## config.mk

```make
export PLATFORM = sky130hd
export DESIGN_NAME = sample_pacer
export DESIGN_NICKNAME = d
export VERILOG_FILES = /design/src/rtl/audio_pkg.sv /design/src/rtl/sample_fifo.sv /design/src/rtl/sample_pacer.sv
export SDC_FILE = /design/constraint.sdc
export NUM_CORES = 1
export LEC_CHECK = 0
export ABC_CLOCK_PERIOD_IN_PS = 6000
export CORE_MARGIN = 1
export CORE_UTILIZATION = 30
export CTS_CLUSTER_DIAMETER = 30
export DETAILED_ROUTE_END_ITERATION = 16
export PLACE_DENSITY = 0.52
export SETUP_SLACK_MARGIN = 0.4
export SLEW_MARGIN = 5
export SYNTH_ARGS = -nofsm -noshare
export SYNTH_HDL_FRONTEND = slang
export SYNTH_HIERARCHICAL = 1
export SYNTH_SLANG_ARGS = --single-unit
```

## constraint.sdc

```tcl
create_clock -name clk -period 6 [get_ports clk]
set_clock_uncertainty 0.15 [all_clocks]
set_input_delay 1.2 -clock clk [delete_from_list [all_inputs] [get_ports clk]]
set_output_delay 1.2 -clock clk [all_outputs]
set_load 0.005 [all_outputs]
```

## src/rtl/audio_pkg.sv

```systemverilog
// Shared definitions for the audio output path: sample width, mute value,
// pacer FSM states and the shortest period the DAC serializer can sustain.
// No logic; constants and types only.
package audio_pkg;

    localparam int SAMPLE_W = 12;
    localparam logic [SAMPLE_W-1:0] MUTE_SAMPLE = 12'd0;

    // Serializer needs 34 clocks per frame; the pacer adds margin on top.
    localparam int MIN_DAC_PERIOD   = 34;
    localparam int MIN_PACER_PERIOD = 40;

    typedef enum logic [1:0] {
        IDLE  = 2'd0,
        PRIME = 2'd1,
        RUN   = 2'd2
    } pacer_state_t;

endpackage

```

## src/rtl/sample_fifo.sv

```systemverilog
// Sample FIFO: DEPTH x WIDTH storage with full/empty and occupancy level.
// Latency: a push is visible in o_level/o_rdata one cycle after the handshake.
// Backpressure: pushes while full and pops while empty are ignored internally.
// Ports: i_push/i_wdata write side, i_pop/o_rdata read side (show-ahead head),
//        o_full, o_empty, o_level (pointer difference, DEPTH representable).
module sample_fifo
    import audio_pkg::*;
#(
    parameter int DEPTH = 16,
    parameter int WIDTH = SAMPLE_W
) (
    input  logic                       clk,
    input  logic                       rst,
    input  logic                       i_push,
    input  logic [WIDTH-1:0]           i_wdata,
    input  logic                       i_pop,
    output logic [WIDTH-1:0]           o_rdata,
    output logic                       o_full,
    output logic                       o_empty,
    output logic [$clog2(DEPTH):0]     o_level
);

    localparam int AW = $clog2(DEPTH);
    localparam logic [AW:0] FULL_LVL = (AW+1)'(DEPTH);

    logic [WIDTH-1:0] r_mem [DEPTH];
    logic [AW:0]      r_wr_ptr;
    logic [AW:0]      r_rd_ptr;
    logic [AW:0]      w_level;
    logic             w_push;
    logic             w_pop;

    // Extra pointer MSB distinguishes full from empty.
    assign w_level = r_wr_ptr - r_rd_ptr;
    assign o_level = w_level;
    assign o_full  = (w_level == FULL_LVL);
    assign o_empty = (r_wr_ptr == r_rd_ptr);
    assign o_rdata = r_mem[r_rd_ptr[AW-1:0]];

    assign w_push = i_push & ~o_full;
    assign w_pop  = i_pop & ~o_empty;

    always_ff @(posedge clk or posedge rst) begin
        if (rst) begin
            r_wr_ptr <= '0;
            r_rd_ptr <= '0;
        end else begin
            if (w_push) r_wr_ptr <= r_wr_ptr + 1'b1;
            if (w_pop)  r_rd_ptr <= r_rd_ptr + 1'b1;
        end
    end

    always_ff @(posedge clk) begin
        if (w_push) r_mem[r_wr_ptr[AW-1:0]] <= i_wdata;
    end

endmodule

```

## src/rtl/sample_pacer.sv

```systemverilog
// Paced sample source: releases one buffered PCM sample every PERIOD clocks
// as a one-cycle dac_valid strobe; sends silence and counts underruns when dry.
// Latency: first strobe PERIOD cycles after enable; in_ready = ~full (push any state).
// Ports: enable/in_* from producer, dac_din/dac_valid to serializer,
//        level/underrun_cnt/running status.
module sample_pacer
    import audio_pkg::*;
#(
    parameter int PERIOD      = 1134,
    parameter int DEPTH       = 16,
    parameter int PRIME_LEVEL = 8
) (
    input  logic                   clk,
    input  logic                   rst,
    input  logic                   enable,
    input  logic [11:0]            in_data,
    input  logic                   in_valid,
    output logic                   in_ready,
    output logic [11:0]            dac_din,
    output logic                   dac_valid,
    output logic [$clog2(DEPTH):0] level,
    output logic [7:0]             underrun_cnt,
    output logic                   running
);

    localparam int LW = $clog2(DEPTH) + 1;
    localparam logic [15:0]   TICK_CNT  = 16'(PERIOD - 1);
    localparam logic [LW-1:0] PRIME_LVL = LW'(PRIME_LEVEL);

    if (PERIOD < MIN_PACER_PERIOD || PERIOD <= MIN_DAC_PERIOD || PERIOD > 65535) begin : g_bad_period
        $error("sample_pacer: PERIOD out of range");
    end
    if (DEPTH < 4 || DEPTH > 256 || (DEPTH & (DEPTH - 1)) != 0) begin : g_bad_depth
        $error("sample_pacer: DEPTH must be a power of two in 4..256");
    end
    if (PRIME_LEVEL < 1 || PRIME_LEVEL > DEPTH) begin : g_bad_prime
        $error("sample_pacer: PRIME_LEVEL must be in 1..DEPTH");
    end

    pacer_state_t  r_state;
    pacer_state_t  w_state_nxt;
    logic [15:0]   r_cnt;
    logic [15:0]   w_cnt_nxt;
    logic [11:0]   r_dac_din;
    logic [11:0]   w_din_nxt;
    logic          r_dac_valid;
    logic [7:0]    r_underrun_cnt;
    logic          r_running;

    logic          w_tick;
    logic          w_pulse;
    logic          w_pop;
    logic          w_underrun;
    logic          w_push;
    logic          w_fifo_full;
    logic          w_fifo_empty;
    logic [11:0]   w_fifo_rdata;
    logic [LW-1:0] w_level;

    assign w_push       = in_valid & ~w_fifo_full;
    assign in_ready     = ~w_fifo_full;
    assign level        = w_level;
    assign dac_din      = r_dac_din;
    assign dac_valid    = r_dac_valid;
    assign underrun_cnt = r_underrun_cnt;
    assign running      = r_running;

    // Tick is suppressed in the same cycle enable drops, so no stray strobe.
    assign w_tick = enable && (r_state != IDLE) && (r_cnt == TICK_CNT);

    sample_fifo #(
        .DEPTH (DEPTH),
        .WIDTH (SAMPLE_W)
    ) u_fifo (
        .clk     (clk),
        .rst     (rst),
        .i_push  (w_push),
        .i_wdata (in_data),
        .i_pop   (w_pop),
        .o_rdata (w_fifo_rdata),
        .o_full  (w_fifo_full),
        .o_empty (w_fifo_empty),
        .o_level (w_level)
    );

    always_comb begin
        w_state_nxt = r_state;
        w_cnt_nxt   = r_cnt;
        w_din_nxt   = r_dac_din;
        w_pulse     = 1'b0;
        w_pop       = 1'b0;
        w_underrun  = 1'b0;
        if (!enable) begin
            w_state_nxt = IDLE;
            w_cnt_nxt   = '0;
        end else begin
            // Counter stays at 0 on the IDLE->PRIME edge so the first tick
            // lands exactly PERIOD cycles after enable is seen.
            if (r_state == IDLE || w_tick) w_cnt_nxt = '0;
            else                           w_cnt_nxt = r_cnt + 16'd1;
            case (r_state)
                IDLE: w_state_nxt = PRIME;
                PRIME: begin
                    if (w_tick) begin
                        w_pulse   = 1'b1;
                        w_din_nxt = MUTE_SAMPLE;
                        if (w_level >= PRIME_LVL) w_state_nxt = RUN;
                    end
                end
                RUN: begin
                    if (w_tick) begin
                        w_pulse = 1'b1;
                        if (!w_fifo_empty) begin
                            w_pop     = 1'b1;
                            w_din_nxt = w_fifo_rdata;
                        end else begin
                            w_underrun  = 1'b1;
                            w_din_nxt   = MUTE_SAMPLE;
                            w_state_nxt = PRIME;
                        end
                    end
                end
                default: w_state_nxt = IDLE;
            endcase
        end
    end

    always_ff @(posedge clk or posedge rst) begin
        if (rst) begin
            r_state        <= IDLE;
            r_cnt          <= '0;
            r_dac_din      <= MUTE_SAMPLE;
            r_dac_valid    <= 1'b0;
            r_underrun_cnt <= '0;
            r_running      <= 1'b0;
        end else begin
            r_state     <= w_state_nxt;
            r_cnt       <= w_cnt_nxt;
            r_dac_din   <= w_din_nxt;
            r_dac_valid <= w_pulse;
            r_running   <= (w_state_nxt == RUN);
            if (w_underrun && r_underrun_cnt != 8'hFF)
                r_underrun_cnt <= r_underrun_cnt + 8'd1;
        end
    end

endmodule
```

-- After elaboration in Yosys (flattened, before gate mapping)
Memories as Yosys holds them, arrays and structs flattened.
Index checks and enable logic that the tools add are counted.
W data, S select, Z words.
- output and inout port bits: 28
- input port bits: 16
- word-level logic and storage cells: 63
- flip-flop bits (word level): 50
- memories kept: 1
- bits in writable memories: 192
- memories (memory ; depth ; width ; read ports ; clocked after memory_dff ; write ports ; RTL line ; text):
    u_fifo.r_mem ; 16 ; 12 ; 1 ; 0 ; 1 ; sample_fifo.sv:26 ; logic [WIDTH-1:0] r_mem [DEPTH];
- muxes and demuxes: 25
- order comparisons: 1
- add/subtract/negate cells: 5
- equal/unequal tests: 9
- bitwise logic cells: 5
- reduce and logical (&&, ||, !) cells: 9
- operator list (operator ; count):
    $mux W12 ; 3
    $mux W16 ; 2
    $pmux W12 S2 ; 1
    $add A16 B1 Y16 const B ; 1
    $eq A16 B11 Y1 const B ; 1
    $mux W1 ; 13
    $add A5 B1 Y5 const B ; 2
    $mux W2 ; 5
    $add A8 B1 Y8 const B ; 1
    $ne A8 B8 Y1 const B ; 1
    $pmux W2 S3 ; 1
    $eq A5 B5 Y1 ; 1
    $eq A5 B5 Y1 const B ; 1
    $ge A5 B4 Y1 const B ; 1
    $sub A5 B5 Y5 ; 1
    $eq A2 B2 Y1 const B ; 2
    $ne A2 B2 Y1 const B ; 2
    $reduce_and A4 Y1 ; 1
    $reduce_bool A2 Y1 ; 2
    $and A1 B1 Y1 ; 3
    $logic_and A1 B1 Y1 ; 3
    $eq A2 B1 Y1 const B ; 1
    $logic_not A2 Y1 ; 1
    $not A1 Y1 ; 2
    other kinds (2) ; 2

-- Logic depth before layout (Yosys ltp)
- depth after elaboration: 7
- depth in mapped cells: 13
- depth with buffers taken out: 12

-- Cells and area by module
Netlist, hierarchy kept.
- modules (own cells, without submodules) (module ; cells an instance ; area an instance (µm²) ; sequential area each (µm²) ; instances):
    sample_fifo ; 421 ; 8080.2 ; 6015.8 ; 1
    sample_pacer ; 205 ; 2006.9 ; 1001.0 ; 1

-- Worst setup path before layout
Ideal clock, no wire load.
- path kind: register -> register
- from: register u_fifo.r_rd_ptr[2]
- to: memory u_fifo/r_mem[3][0] (netlist bit), enable pin
- data required time: 5454 ps
- arrival: 3374 ps
- path buffers: 3
- library setup time: 396 ps
- cell stages (with the launch flop): 13
- setup slack: 2079 ps
- clock period less this slack: 3921 ps
- cells stage by stage: dfrtp_1 -> buf_1 -> inv_1 -> clkbuf_1 -> ha_1 -> a21oi_1 -> a21boi_1 -> o2111ai_4 -> inv_4 -> nor2b_1 -> clkbuf_1 -> nand3_1 -> nor3_1
- longest elaborated chain between the ends: 7
- RTL lines (element ; RTL line ; text):
    start: declaration ; sample_fifo.sv:28 ; logic [AW:0] r_rd_ptr;
    start signal: assignment ; sample_fifo.sv:49 ; if (w_pop) r_rd_ptr <= r_rd_ptr + 1'b1;
    $sub A5 B5 Y5 ; sample_fifo.sv:34 ; assign w_level = r_wr_ptr - r_rd_ptr;
    $eq A5 B5 Y1 ; sample_fifo.sv:36 ; assign o_full = (w_level == FULL_LVL);
    net w_fifo_full ; sample_pacer.sv:55 ; logic w_fifo_full;
    $not A1 Y1 ; sample_pacer.sv:60 ; assign w_push = in_valid & ~w_fifo_full;
    $and A1 B1 Y1 ; sample_pacer.sv:60 ;
    net w_push ; sample_pacer.sv:54 ; logic w_push;
    $and A1 B1 Y1 ; sample_fifo.sv:40 ; assign w_push = i_push & ~o_full;
    $mux W1 ; sample_fifo.sv:54 ; if (w_push) r_mem[r_wr_ptr[AW-1:0]] <= i_wdata;
    $mux W1 (not written as such) ; sample_fifo.sv:54 ;
    end: declaration ; sample_fifo.sv:26 ;
The timed path passes the listed nets, and every way through them passes these cells.

-- Final worst setup path
- from: register u_fifo.r_rd_ptr[1]
- to: output in_ready
- longest elaborated chain between the ends: 3
- RTL lines (element ; RTL line ; text):
    $sub A5 B5 Y5 ; sample_fifo.sv:34 ;
    $eq A5 B5 Y1 ; sample_fifo.sv:36 ;
    net w_fifo_full ; sample_pacer.sv:55 ;
    $not A1 Y1 ; sample_pacer.sv:61 ; assign in_ready = ~w_fifo_full;
    end: declaration ; sample_pacer.sv:18 ; output logic in_ready,
The timed path passes the listed nets, and every way through them passes these cells.

==> results.sh <==
export IMPL_status="completed"
export IMPL_cp_slowest_cell="fa_1"
export IMPL_synth_cell_area_sq_mm=0.0101
export IMPL_coreArea_sq_mm=0.0328
export IMPL_period_needed_ps=5020
export IMPL_grt_pass1_vias=5890
export IMPL_grt_overflow=0
export IMPL_synthArstFlopShare=0.207
export IMPL_arrival_ps=3670
export IMPL_critical_path_cell_chain="buf_4 > inv_1 > fa_1 > xor2_1 > nor3_1 > o2111ai_4 > inv_4 > inv_1 > clkdlybuf4s50_1"
export IMPL_seq_area_frac_synth=0.696
export IMPL_min_period_over_period=0.836
export IMPL_ir_drop_v=0.000211
export IMPL_netlist_top_cells_area="edfxtp_1, dfrtp_1, mux4_2"
export IMPL_vias_per_cell=4.73
export IMPL_start_kind="flop"
export IMPL_synth_cell_types=48
export IMPL_tightest_slew_ps=1140
export IMPL_drtPass1Iterations=4
export IMPL_fillers=3044
export IMPL_clock_sinks=242
export IMPL_wire_per_inst_um=19.3
export IMPL_drtIter0Drc=356
export IMPL_grt_pass1_wl_um=35200
export IMPL_yosysWarnings=6
export IMPL_clockRootBuffer="clkbuf_16"
export IMPL_die_h_um=185
export IMPL_grt_max_degree=52
export IMPL_antenna_found_initial=0
export IMPL_synth_top_area_share=0.572
export IMPL_netlist_instances=626
export IMPL_portBuffers=43
export IMPL_postCtsHoldBufs=0
export IMPL_rows=66
export IMPL_post_cts_buffers=0
export IMPL_drt_total_wl_um=22700
export IMPL_synth_seq_cells=242
export IMPL_pwr_share_clk=0.483
export IMPL_die_area_sq_mm=0.0344
export IMPL_io_pins=44
export IMPL_finalHoldViolCount=0
export IMPL_internal_power_mw=3.74
export IMPL_max_slew_margin_rel=0.234
export IMPL_tritoncts="built"
export IMPL_clockBufferDepth=3
export IMPL_max_freq_ghz=0.199
export IMPL_grt_setup_unrepaired="no"
export IMPL_final_util=0.381
export IMPL_areaGrowthSynthToFinish_pct=23.9
export IMPL_vias=5574
export IMPL_htreeDepth=2
export IMPL_seqPwrFrac=0.418
export IMPL_grt_usage=0.139
export IMPL_cts_resized=0
export IMPL_switching_share=0.236
export IMPL_drive_gt1_frac=0.198
export IMPL_synth_area_per_cell_sq_um=16.1
export IMPL_power_frac_comb=0.099
export IMPL_synth_edf_count=192
export IMPL_die_w_um=185
export IMPL_synth_most_common_cell="edfxtp_1"
export IMPL_regToRegSetupSlack_ps=1450
export IMPL_layout_nets=735
export IMPL_required_ps=4650
export IMPL_setup_violations=0
export IMPL_max_cap_violations=0
export IMPL_diodes=0
export IMPL_post_route_drc_count=0
export IMPL_cts_buffers=43
export IMPL_cpMostUsedCell="inv_1"
export IMPL_p_per_area_mw_per_mm2=391
export IMPL_path_clk_slew_ps=50
export IMPL_min_path_type="flop to flop"
export IMPL_crit_fanout=39
export IMPL_ant_nets=0
export IMPL_slew_viol_final=0
export IMPL_initial_core_util=0.308
export IMPL_max_stage_delay_ps=550
export IMPL_critPathCaptureType="output port"
export IMPL_finalWeightedCongestion=0.835
export IMPL_finalSetupTns_ps=0
export IMPL_detailed_place_hpwl_um=14800
export IMPL_syn_num_nets=659
export IMPL_clock_latency_ps=510
export IMPL_yosys_most_used_dff="edfxtp_1"
export IMPL_leakagePower_nw=4.37
export IMPL_netlist_top_cells_count="edfxtp_1, nand2_1, dfrtp_1"
export IMPL_critical_path_class="flop to output port"
export IMPL_yosysTopAreaCell="edfxtp_1"
export IMPL_power_switching_mw=1.15
==> stage by stage <==
step	setup slack, ps	cell area (sq um)	hold WS, ps	total power [mW]	cells
finish	985	12500	351	4.89	1178
global route	776	12500	361	5.08	1178
CTS	894	12500	351	4.95	1178
detailed placement	1390	11100	343	2.56	1099
global placement	1540	11100	329	2.53	1099
floorplan	2080	10100	311	2.31	626
==> layer usage <==
metal	up-vias	global-route usage	part of all wire
li1	2531	-	-
met1	2845	0.186	0.46
met2	153	0.223	0.47
met3	45	0.0305	0.051
met4	0	0.0433	0.022
met5	-	0	0
==> power groups by stage <==
stage	logic, mW	clock network [mW]	registers (mW)
2_1_floorplan	0.282	0	2.03
5_1_grt	0.529	2.50	2.06
6_report	0.483	2.36	2.04
4_1_cts	0.487	2.42	2.04
3_5_place_dp	0.485	0	2.07
3_3_place_gp	0.468	0	2.07
==> placed cells by master (no fill, tap or decap), types with 19 or more instances in the layout <==
cell,count
nand3_1,29
xnor2_1,19
inv_1,30
clkdlybuf4s50_1,43
dfrtp_1,49
nand2_1,61
edfxtp_1,192
nor2_1,39
mux4_2,48
clkbuf_16,45
==> layout make-up <==
cell class,count,area [sq um],share of cell area
sequential,242,7020,0.562
clock inverter,27,279,0.0223
clock buffer,52,1150,0.0922
tap,442,553,0.0443
timing repair buffer,59,551,0.0441
inverter,31,119,0.00951
multi-input combinational,325,2820,0.226
==> kinds of logic after synthesis <==
logic type | after synthesis | share of synthesized area
buf+inv | 59 | 0.0265
simple gates | 189 | 0.0958
mux | 49 | 0.109
compound gates | 39 | 0.0247
fa+ha+maj | 17 | 0.0218
xor+xnor | 31 | 0.0269
flops | 242 | 0.696
==> final timing paths <==
check,cells past startpoint,to,from
min in group asynchronous,2,u_fifo/r_rd_ptr[0]$_DFFE_PP0P_,rst
worst min-delay path,1,r_cnt[0]$_DFF_PP0_,r_cnt[0]$_DFF_PP0_
worst max-delay path,9,in_ready,u_fifo/r_rd_ptr[1]$_DFFE_PP0P_
max in group asynchronous,3,r_state[1]$_DFF_PP0_,rst
worst min register to register,1,r_cnt[0]$_DFF_PP0_,r_cnt[0]$_DFF_PP0_
worst max register to register,10,u_fifo/r_mem[3][9]$_DFFE_PP_,u_fifo/r_rd_ptr[1]$_DFFE_PP0P_
==> worst max-delay path: cells and delay by family, from the launching register on <==
| family | cells | cell delay [ps] |
|---|---|---|
| fa+ha+maj | 1 | 550 |
| simple gates | 1 | 310 |
| xor+xnor | 1 | 210 |
| flops | 1 | 320 |
| compound gates | 1 | 250 |
| buf+inv | 5 | 1520 |
==> state kept, by name, indices dropped and copies added (netlist names) <==
register         flops
r_state              2
underrun_cnt         8
running              1
u_fifo/r_wr_ptr      5
dac_din             12
u_fifo/r_rd_ptr      5
u_fifo/r_mem       192
dac_valid            1
r_cnt               16
No activity file was read; power rests on OpenSTA's default activity.
